### src/rtl/gcd_seq_pkg.sv
// Shared types and defaults for the GCD job sequencer: FSM state encoding,
// the default operand-pair record and the default watchdog limit.
package gcd_seq_pkg;

    localparam int DEFAULT_DATA_WIDTH     = 8;
    localparam int DEFAULT_TIMEOUT_CYCLES = 255;

    typedef enum logic [1:0] {
        ST_IDLE   = 2'd0,
        ST_BUSY   = 2'd1,
        ST_RESULT = 2'd2
    } seq_state_e;

    typedef struct packed {
        logic [DEFAULT_DATA_WIDTH-1:0] a;
        logic [DEFAULT_DATA_WIDTH-1:0] b;
    } operand_pair_t;

endpackage

### src/rtl/gcd_seq_fifo.sv
// Small synchronous FIFO holding operand pairs for the sequencer.
// Registered occupancy count; full/empty come straight from that count, so a
// pop in the same cycle never frees a slot for a push while full. No
// fall-through: a pushed entry becomes visible at the head on the next cycle.
module gcd_seq_fifo
    import gcd_seq_pkg::*;
#(
    parameter type entry_t = operand_pair_t,
    parameter int  DEPTH   = 4
) (
    input  logic   clk_i,
    input  logic   reset_i,
    input  logic   push_i,
    input  entry_t push_data_i,
    input  logic   pop_i,
    output entry_t pop_data_o,
    output logic   full_o,
    output logic   empty_o
);

    localparam int PTR_W = (DEPTH > 1) ? $clog2(DEPTH) : 1;
    localparam int CNT_W = PTR_W + 1;

    entry_t             mem_q [DEPTH];
    entry_t             mem_d [DEPTH];
    logic [PTR_W-1:0]   wr_ptr_q, wr_ptr_d;
    logic [PTR_W-1:0]   rd_ptr_q, rd_ptr_d;
    logic [CNT_W-1:0]   count_q, count_d;
    logic               do_push;
    logic               do_pop;

    assign full_o     = (count_q == CNT_W'(DEPTH));
    assign empty_o    = (count_q == '0);
    assign do_push    = push_i && !full_o;
    assign do_pop     = pop_i && !empty_o;
    assign pop_data_o = mem_q[rd_ptr_q];

    // Next-state for storage, pointers (wrap at power-of-two depth) and count
    always_comb begin
        mem_d    = mem_q;
        wr_ptr_d = wr_ptr_q;
        rd_ptr_d = rd_ptr_q;
        count_d  = count_q;
        if (do_push) begin
            mem_d[wr_ptr_q] = push_data_i;
            wr_ptr_d        = wr_ptr_q + PTR_W'(1);
        end
        if (do_pop) begin
            rd_ptr_d = rd_ptr_q + PTR_W'(1);
        end
        case ({do_push, do_pop})
            2'b10:   count_d = count_q + CNT_W'(1);
            2'b01:   count_d = count_q - CNT_W'(1);
            default: count_d = count_q;
        endcase
    end

    // Register FIFO state; reset empties the queue
    always_ff @(posedge clk_i) begin
        if (reset_i) begin
            for (int i = 0; i < DEPTH; i++) begin
                mem_q[i] <= '0;
            end
            wr_ptr_q <= '0;
            rd_ptr_q <= '0;
            count_q  <= '0;
        end else begin
            mem_q    <= mem_d;
            wr_ptr_q <= wr_ptr_d;
            rd_ptr_q <= rd_ptr_d;
            count_q  <= count_d;
        end
    end

endmodule

### src/rtl/gcd_job_sequencer.sv
// Feeds buffered operand pairs to the GCD core one job at a time and returns
// each result downstream with a wrapping job ID.
// Optional watchdog: define GCD_SEQ_TIMEOUT_EN to abort a job that stays in
// BUSY for TIMEOUT_CYCLES cycles; it then completes with res_err_o=1, data 0.
module gcd_job_sequencer
    import gcd_seq_pkg::*;
#(
    parameter int DATA_WIDTH     = DEFAULT_DATA_WIDTH,
    parameter int FIFO_DEPTH     = 4,
    parameter int ID_WIDTH       = 4,
    parameter int TIMEOUT_CYCLES = DEFAULT_TIMEOUT_CYCLES
) (
    input  logic                  clk_i,
    input  logic                  reset_i,
    input  logic                  in_valid_i,
    output logic                  in_ready_o,
    input  logic [DATA_WIDTH-1:0] in_a_i,
    input  logic [DATA_WIDTH-1:0] in_b_i,
    output logic                  gcd_enable_o,
    output logic [DATA_WIDTH-1:0] operand_a_o,
    output logic [DATA_WIDTH-1:0] operand_b_o,
    input  logic                  gcd_done_i,
    input  logic [DATA_WIDTH-1:0] gcd_result_i,
    output logic                  res_valid_o,
    input  logic                  res_ready_i,
    output logic [DATA_WIDTH-1:0] res_data_o,
    output logic [ID_WIDTH-1:0]   res_id_o,
    output logic                  res_err_o
);

    typedef struct packed {
        logic [DATA_WIDTH-1:0] a;
        logic [DATA_WIDTH-1:0] b;
    } pair_t;

    seq_state_e            state_q, state_d;
    logic [DATA_WIDTH-1:0] op_a_q, op_a_d;
    logic [DATA_WIDTH-1:0] op_b_q, op_b_d;
    logic                  enable_q, enable_d;
    logic                  res_valid_q, res_valid_d;
    logic [DATA_WIDTH-1:0] res_data_q, res_data_d;
    logic [ID_WIDTH-1:0]   res_id_q, res_id_d;
    logic [ID_WIDTH-1:0]   job_id_q, job_id_d;

`ifdef GCD_SEQ_TIMEOUT_EN
    localparam int TIMER_W = (TIMEOUT_CYCLES > 1) ? $clog2(TIMEOUT_CYCLES) : 1;
    logic [TIMER_W-1:0]    timer_q, timer_d;
    logic                  res_err_q, res_err_d;
`endif

    pair_t                 in_pair;
    pair_t                 fifo_head;
    logic                  fifo_push;
    logic                  fifo_pop;
    logic                  fifo_full;
    logic                  fifo_empty;

    assign in_pair    = {in_a_i, in_b_i};
    assign in_ready_o = !fifo_full;
    assign fifo_push  = in_valid_i && in_ready_o;
    assign fifo_pop   = (state_q == ST_IDLE) && !fifo_empty;

    gcd_seq_fifo #(
        .entry_t (pair_t),
        .DEPTH   (FIFO_DEPTH)
    ) u_fifo (
        .clk_i       (clk_i),
        .reset_i     (reset_i),
        .push_i      (fifo_push),
        .push_data_i (in_pair),
        .pop_i       (fifo_pop),
        .pop_data_o  (fifo_head),
        .full_o      (fifo_full),
        .empty_o     (fifo_empty)
    );

    // Job FSM next-state: launch from FIFO, wait for the core, hold the result
    always_comb begin
        state_d     = state_q;
        op_a_d      = op_a_q;
        op_b_d      = op_b_q;
        enable_d    = enable_q;
        res_valid_d = res_valid_q;
        res_data_d  = res_data_q;
        res_id_d    = res_id_q;
        job_id_d    = job_id_q;
`ifdef GCD_SEQ_TIMEOUT_EN
        timer_d     = timer_q;
        res_err_d   = res_err_q;
`endif
        case (state_q)
            ST_IDLE: begin
                if (!fifo_empty) begin
                    op_a_d   = fifo_head.a;
                    op_b_d   = fifo_head.b;
                    enable_d = 1'b1;
                    state_d  = ST_BUSY;
`ifdef GCD_SEQ_TIMEOUT_EN
                    timer_d  = '0;
`endif
                end
            end
            ST_BUSY: begin
                if (gcd_done_i) begin
                    res_data_d  = gcd_result_i;
                    res_id_d    = job_id_q;
                    res_valid_d = 1'b1;
                    enable_d    = 1'b0;
                    job_id_d    = job_id_q + ID_WIDTH'(1);
                    state_d     = ST_RESULT;
`ifdef GCD_SEQ_TIMEOUT_EN
                    res_err_d   = 1'b0;
                end else if (timer_q == TIMER_W'(TIMEOUT_CYCLES - 1)) begin
                    res_data_d  = '0;
                    res_id_d    = job_id_q;
                    res_err_d   = 1'b1;
                    res_valid_d = 1'b1;
                    enable_d    = 1'b0;
                    job_id_d    = job_id_q + ID_WIDTH'(1);
                    state_d     = ST_RESULT;
                end else begin
                    timer_d     = timer_q + TIMER_W'(1);
`endif
                end
            end
            ST_RESULT: begin
                if (res_ready_i) begin
                    res_valid_d = 1'b0;
                    state_d     = ST_IDLE;
                end
            end
            default: begin
                state_d = ST_IDLE;
            end
        endcase
    end

    // Register FSM state and all outputs; reset abandons any in-flight job
    always_ff @(posedge clk_i) begin
        if (reset_i) begin
            state_q     <= ST_IDLE;
            op_a_q      <= '0;
            op_b_q      <= '0;
            enable_q    <= 1'b0;
            res_valid_q <= 1'b0;
            res_data_q  <= '0;
            res_id_q    <= '0;
            job_id_q    <= '0;
`ifdef GCD_SEQ_TIMEOUT_EN
            timer_q     <= '0;
            res_err_q   <= 1'b0;
`endif
        end else begin
            state_q     <= state_d;
            op_a_q      <= op_a_d;
            op_b_q      <= op_b_d;
            enable_q    <= enable_d;
            res_valid_q <= res_valid_d;
            res_data_q  <= res_data_d;
            res_id_q    <= res_id_d;
            job_id_q    <= job_id_d;
`ifdef GCD_SEQ_TIMEOUT_EN
            timer_q     <= timer_d;
            res_err_q   <= res_err_d;
`endif
        end
    end

    assign gcd_enable_o = enable_q;
    assign operand_a_o  = op_a_q;
    assign operand_b_o  = op_b_q;
    assign res_valid_o  = res_valid_q;
    assign res_data_o   = res_data_q;
    assign res_id_o     = res_id_q;
`ifdef GCD_SEQ_TIMEOUT_EN
    assign res_err_o    = res_err_q;
`else
    assign res_err_o    = 1'b0;
`endif

endmodule

### config.mk
export PLATFORM = sky130hd
export DESIGN_NAME = gcd_job_sequencer
export DESIGN_NICKNAME = d
export VERILOG_FILES = /design/src/rtl/gcd_seq_pkg.sv /design/src/rtl/gcd_seq_fifo.sv /design/src/rtl/gcd_job_sequencer.sv
export SDC_FILE = /design/constraint.sdc
export NUM_CORES = 1
export LEC_CHECK = 0
export CAP_MARGIN = 20
export CORE_ASPECT_RATIO = 0.8
export CORE_MARGIN = 2
export CORE_UTILIZATION = 55
export CTS_BUF_LIST = sky130_fd_sc_hd__clkbuf_16
export CTS_CLUSTER_DIAMETER = 50
export DETAILED_ROUTE_END_ITERATION = 16
export PLACE_DENSITY = 0.8
export SYNTH_ARGS = -nofsm -noshare
export SYNTH_HDL_FRONTEND = slang
export SYNTH_SLANG_ARGS = --single-unit
### constraint.sdc
create_clock -name clk_i -period 2.9 [get_ports clk_i]
set_clock_uncertainty 0.2 [all_clocks]
set_input_delay 0.29 -clock clk_i [delete_from_list [all_inputs] [get_ports clk_i]]
set_output_delay 0.29 -clock clk_i [all_outputs]
set_load 0.03 [all_outputs]
==> flow_metrics.py, run 1 <==
metrics = {
    "layout": {
        "diodes": 0,
        "final_nets": 510,
        "finish.utilization_pct": 67.2,
        "drive_above_1_share_pct": 11.5,
        "synthToLayoutAreaGrowth_pct": 20.4,
    },
    "timing": {
        "setup_viol": 0,
        "post-route-period-util_pct": 86.4,
        "rsz0062_at_grt": "false",
        "clock.fmax_mhz": 399,
        "drv_slew": 0,
        "fin_setup_tns_ps": 0,
        "tightest_slew_ps": 743,
        "min_period_ps": 2510,
        "relSlewSlack_pct": 50.5,
        "hold_viol": 0,
    },
    "yosys": {
        "synth_edf_count": 0,
        "synth_area_per_cell_sq_um": 10.9,
        "synth_top_area_cell": "dfxtp_1",
        "synthTopCellsByCount": "dfxtp_1, nand2b_1, mux2i_1",
        "syn_inst": 427,
        "yosysSeqAreaShare_pct": 45.8,
        "synth-async-reset-ratio_pct": 0,
        "yosys_warnings": 0,
        "ys_types": 41,
        "synth.most_common_cell": "dfxtp_1",
        "ys_ff_latch": 107,
        "netlist_top_cells_area": "dfxtp_1, mux2i_1, nand2b_1, mux4_2, a21oi_1",
        "ys.flop_type": "dfxtp_1",
        "synth_area_sq_um": 4670,
        "yosysTopAreaCellShare_pct": 45.8,
        "syn_nets": 463,
    },
    "worst_setup_path": {
        "startpoint_type": "flip-flop",
        "criticalPathCategory": "flip-flop to flip-flop",
        "cp_data_arrival_time_ps": 2570,
        "end_kind": "flip-flop",
        "critPathRequiredTime_ps": 2970,
        "crit_fanout": 13,
    },
    "clock_network": {
        "h-tree-depth": 3,
        "root_buffer": "clkbuf_16",
        "post-cts-setup-buffer-count": 0,
        "hold_buffers": 0,
        "clock-sinks": 107,
        "clk_pin_slew_worst_paths_ps": 70,
        "cts_tree": "yes",
        "clk_latency_ps": 340,
        "numCtsBuffers": 9,
        "post_cts_resized": 0,
        "clockBufferDepth": 2,
    },
    "drt": {
        "final_antenna_net_count": 0,
        "vias": 3191,
        "drt_first_pass_iters": 4,
        "drc": 0,
        "wl_per_cell_um": 15.6,
        "via_per_inst": 5.40,
        "drt_iter0_markers": 67,
        "wirelength_um": 9240,
    },
    "die": {
        "rows": 30,
        "die-height_um": 86.4,
        "io_pins": 61,
        "die_area_sq_um": 9250,
        "initial_core_util_pct": 55.8,
        "core_area_sq_um": 8370,
        "die_w_um": 107,
    },
    "place": {
        "place.gp.congestion": 0.787,
        "place_hpwl_um": 6040,
        "portBuffers": 59,
    },
    "run_status": {
        "status": "complete, no violations",
    },
    "power": {
        "power.leakage_nw": 2.26,
        "vdd_drop_max_mv": 0.480,
        "p_per_area_nw_per_um2": 799,
    },
    "job": {
        "maxCapViolCount": 0,
    },
    "global_route": {
        "grtUsageTotal_pct": 21.1,
        "antenna_found_initial": 0,
        "grt-ovfl-total": 0,
        "grt_max_degree": 47,
        "grt_pass1_wl_um": 15200,
        "grt_pass1_vias": 3150,
    },
    "worst_hold_path": {
        "hp-class": "input pin to flip-flop",
    },
}
==> placed cells by master (no fill, tap or decap), drive strengths merged <==
cell	count
buf	9
nand4	1
xnor2	1
conb	1
and3b	1
dfxtp	107
o21ai	4
a22o	16
fa	1
mux4	16
nor2	11
a21o	2
mux2i	64
a31o	1
clkbuf	9
clkinv	2
nand2b	82
nand3b	1
inv	8
a22oi	1
or3	4
a2bb2oi	1
ha	6
nand2	27
bufinv	4
and3	3
a21oi	23
nor3	2
xor2	2
nand3	8
a2111oi	1
nor4	1
clkdlybuf4s50	58
or3b	1
==> final timing paths <==
kind | start | endpoint | slack [ps] | cells after the start
hold / removal | reset_i | job_id_q[0]$_SDFFE_PP0P_ | 190 | 2
hold reg to reg | res_id_o[1]$_SDFFE_PP0P_ | res_id_o[1]$_SDFFE_PP0P_ | 260 | 2
setup / recovery | u_fifo.count_q[2]$_SDFFE_PP0P_ | u_fifo.count_q[2]$_SDFFE_PP0P_ | 390 | 8
setup reg to reg | u_fifo.count_q[2]$_SDFFE_PP0P_ | u_fifo.count_q[2]$_SDFFE_PP0P_ | 390 | 8
==> registers in the layout (all words and copies together) (netlist names), 2 cells and up <==
| name | cells |
|---|---|
| u_fifo.count_q | 3 |
| u_fifo.mem_q | 64 |
| u_fifo.wr_ptr_q | 2 |
| u_fifo.rd_ptr_q | 2 |
| res_id_o | 4 |
| operand_b_o | 8 |
| job_id_q | 4 |
| state_q | 2 |
| operand_a_o | 8 |
| res_data_o | 8 |
==> kinds of logic (layout without fill, tap and decap cells) <==
logic type | count (synthesis) | in the layout | synth area share [%]
AOI/OAI and AO/OA | 49 | 49 | 7.34
xor gates and xnor gates | 3 | 3 | 0.562
adders and majority gates | 7 | 7 | 2.03
buffers and inverters | 38 | 90 | 5.01
DFF | 107 | 107 | 45.8
muxes | 80 | 80 | 21.4
other | 1 | 1 | 0.0802
and+or+nand+nor | 142 | 142 | 17.7
==> power by group <==
part           internal [mW]  total, mW  switching (mW)
registers               1.63       1.77           0.134
logic                  0.561       1.27           0.706
clock network          0.929       1.46           0.533
==> worst max-delay path, stage by stage, from the launching register on <==
cell	delay, ps
dfxtp_1	390
or3b_4	500
nand2_1	110
ha_1	170
inv_1	60
fa_1	370
xor2_1	160
or3_1	300
a21oi_1	170
==> layer usage <==
layer / global-route usage (%) / share of wire [%] / up-vias
met5: 0 / 0 / -
met4: 8.85 / 1.7 / 0
met3: 7.37 / 5.0 / 13
met2: 34.7 / 48 / 67
met1: 25.4 / 45 / 1550
li1: - / - / 1561
==> layout make-up <==
| type | instances | area (sq um) |
|---|---|---|
| multi-input cells | 282 | 2300 |
| flip-flops and latches | 107 | 2140 |
| repair buffers | 67 | 658 |
| clock inverters | 7 | 138 |
| clock buffers | 9 | 225 |
| fillers | 628 | 2740 |
| inverters | 7 | 26.3 |
| well taps | 112 | 140 |
==> metrics by stage <==
step           hold WS (ps)  area [sq um]  power, mW  worst slack, ps  instances
5_1_grt                 197          5630       4.71              287        591
3_5_place_dp            250          5260       3.07              432        575
6_report                190          5630       4.50              394        591
4_1_cts                 178          5630       4.53              408        591
3_3_place_gp            241          5260       3.02              539        575
2_1_floorplan           207          4670       2.77              510        427
Note: power is estimated with default switching activity, not from simulation.
==> inputs of run 2 (changes only) <==
Settings changed: CORE_ASPECT_RATIO 0.8 to default.
==> run 2 against run 1 <==
Against the previous run:
- die area is essentially flat
- critical path depth unchanged
- count of clock-buffer cells in the layout stayed put
- cell count shrank 0.85%
- via count fell by 1.1%
- wire length is 1.6% lower
- highest routed layer unchanged
- sequential share of layout area about the same
- first-iteration DRC count up 60%
- non-clock buffer count increased by 2
- critical path type unchanged
- critical endpoint unchanged
==> flow_metrics.py, run 2 (synthesized netlist as in run 1, its figures left out) <==
metrics = {
    "layout": {
        "final_nets": 512,
        "instances_no_fill": 586,
        "synthToLayoutAreaGrowth_pct": 20.4,
        "drive_above_1_share_pct": 12.1,
        "mostFrequentLayoutCells": "dfxtp_1, nand2b_1, mux2i_1, clkdlybuf4s50_1, nand2_1",
        "largest_register_ffs": 64,
        "diodes": 0,
        "largest-register": "u_fifo.mem_q",
        "layout_commonest_cell": "dfxtp_1",
        "finish.utilization_pct": 68.5,
    },
    "drt": {
        "wl_per_cell_um": 15.5,
        "via_per_inst": 5.39,
        "final_antenna_net_count": 0,
        "drt_iter0_markers": 107,
        "drc": 0,
        "vias": 3156,
        "wirelength_um": 9090,
        "drt_first_pass_iters": 4,
    },
    "place": {
        "place_hpwl_um": 5910,
        "portBuffers": 59,
        "placedCellCount": 570,
        "place.gp.congestion": 0.743,
    },
    "die": {
        "die_area_sq_um": 9250,
        "io_pins": 61,
        "die_w_um": 96.2,
        "core_area_sq_um": 8220,
        "die-height_um": 96.2,
        "rows": 33,
        "initial_core_util_pct": 56.9,
    },
    "clock_network": {
        "post-cts-setup-buffer-count": 0,
        "cts_tree": "yes",
        "hold_buffers": 0,
        "root_buffer": "clkbuf_16",
        "clockBufferDepth": 2,
        "numCtsBuffers": 9,
        "h-tree-depth": 3,
        "post_cts_resized": 0,
        "clock-sinks": 107,
        "clk_pin_slew_worst_paths_ps": 70,
        "clk_latency_ps": 340,
    },
    "timing": {
        "min_period_ps": 2450,
        "post-route-period-util_pct": 84.5,
        "hold_viol": 0,
        "rsz0062_at_grt": "false",
        "clock.fmax_mhz": 408,
        "setup_viol": 0,
        "drv_slew": 0,
        "relSlewSlack_pct": 62.6,
        "fin_setup_tns_ps": 0,
        "holdWs_ps": 169,
        "tightest_slew_ps": 560,
    },
    "worst_setup_path": {
        "critPathRequiredTime_ps": 2970,
        "criticalPathCategory": "flip-flop to flip-flop",
        "max_stage_delay_ps": 490,
        "crit_slowest_cell": "or3b_4",
        "crit_chain": "or3b_4, nand2_1, ha_1, inv_1, fa_1, xor2_1, or3_1, a21oi_1",
        "crit_buf_inv": 1,
        "crit_fanout": 13,
        "crit_family": "simple AND/OR/NAND/NOR gates",
        "cp_data_arrival_time_ps": 2530,
        "end_kind": "flip-flop",
        "ff2ff_setup_slack_ps": 450,
        "startpoint_type": "flip-flop",
    },
    "global_route": {
        "grtUsageTotal_pct": 21.9,
        "grt_pass1_wl_um": 15400,
        "grt_max_degree": 35,
        "antenna_found_initial": 0,
        "grt_pass1_vias": 3180,
        "grt-ovfl-total": 0,
    },
    "power": {
        "power.leakage_nw": 2.26,
        "p_per_area_nw_per_um2": 799,
        "vdd_drop_max_mv": 0.586,
    },
    "run_status": {
        "status": "complete, no violations",
    },
    "job": {
        "maxCapViolCount": 0,
    },
    "worst_hold_path": {
        "hp-class": "input pin to flip-flop",
    },
}
run 2: changes by cell type in the layout (fill, tap and decap cells not counted), sizes merged:
cell,change
clkinvlp,+1
buf,+2
inv,+1
clkinv,-2
run 2: per-stage QoR:
stage	worst slack [ps]	power [mW]	cell area, sq um
2_1_floorplan	510	2.77	4670
3_3_place_gp	541	3.02	5260
3_5_place_dp	462	3.06	5260
4_1_cts	440	4.54	5630
5_1_grt	287	4.73	5630
6_report	449	4.50	5630
run 2: final timing paths:
path | start | end | cells past startpoint
hold / removal | reset_i | res_valid_o$_SDFFE_PP0P_ | 2
setup / recovery | u_fifo.count_q[2]$_SDFFE_PP0P_ | u_fifo.count_q[2]$_SDFFE_PP0P_ | 8
hold reg to reg | res_data_o[6]$_SDFFE_PP0P_ | res_data_o[6]$_SDFFE_PP0P_ | 2
setup reg to reg | u_fifo.count_q[2]$_SDFFE_PP0P_ | u_fifo.count_q[2]$_SDFFE_PP0P_ | 8
run 2: report_power, final:
part / internal (mW) / switching, mW
logic: 0.552 / 0.706
clock network: 0.937 / 0.544
registers: 1.63 / 0.124
run 2: layout make-up:
cell class              count  area [sq um]
clock buffers               9           225
clock inverters             7           145
fillers                   637          2590
inverters                   7          26.3
multi-input cells         282          2300
flip-flops and latches    107          2140
well taps                 105           131
repair buffers             69           661
run 2: metal layers:
metal	vias to the layer above	share of wire [%]	global-route usage (%)
li1	1573	-	-
met1	1524	45	27.2
met2	50	49	36.5
met3	9	4.6	7.05
met4	0	1.0	5.83
met5	-	0	0
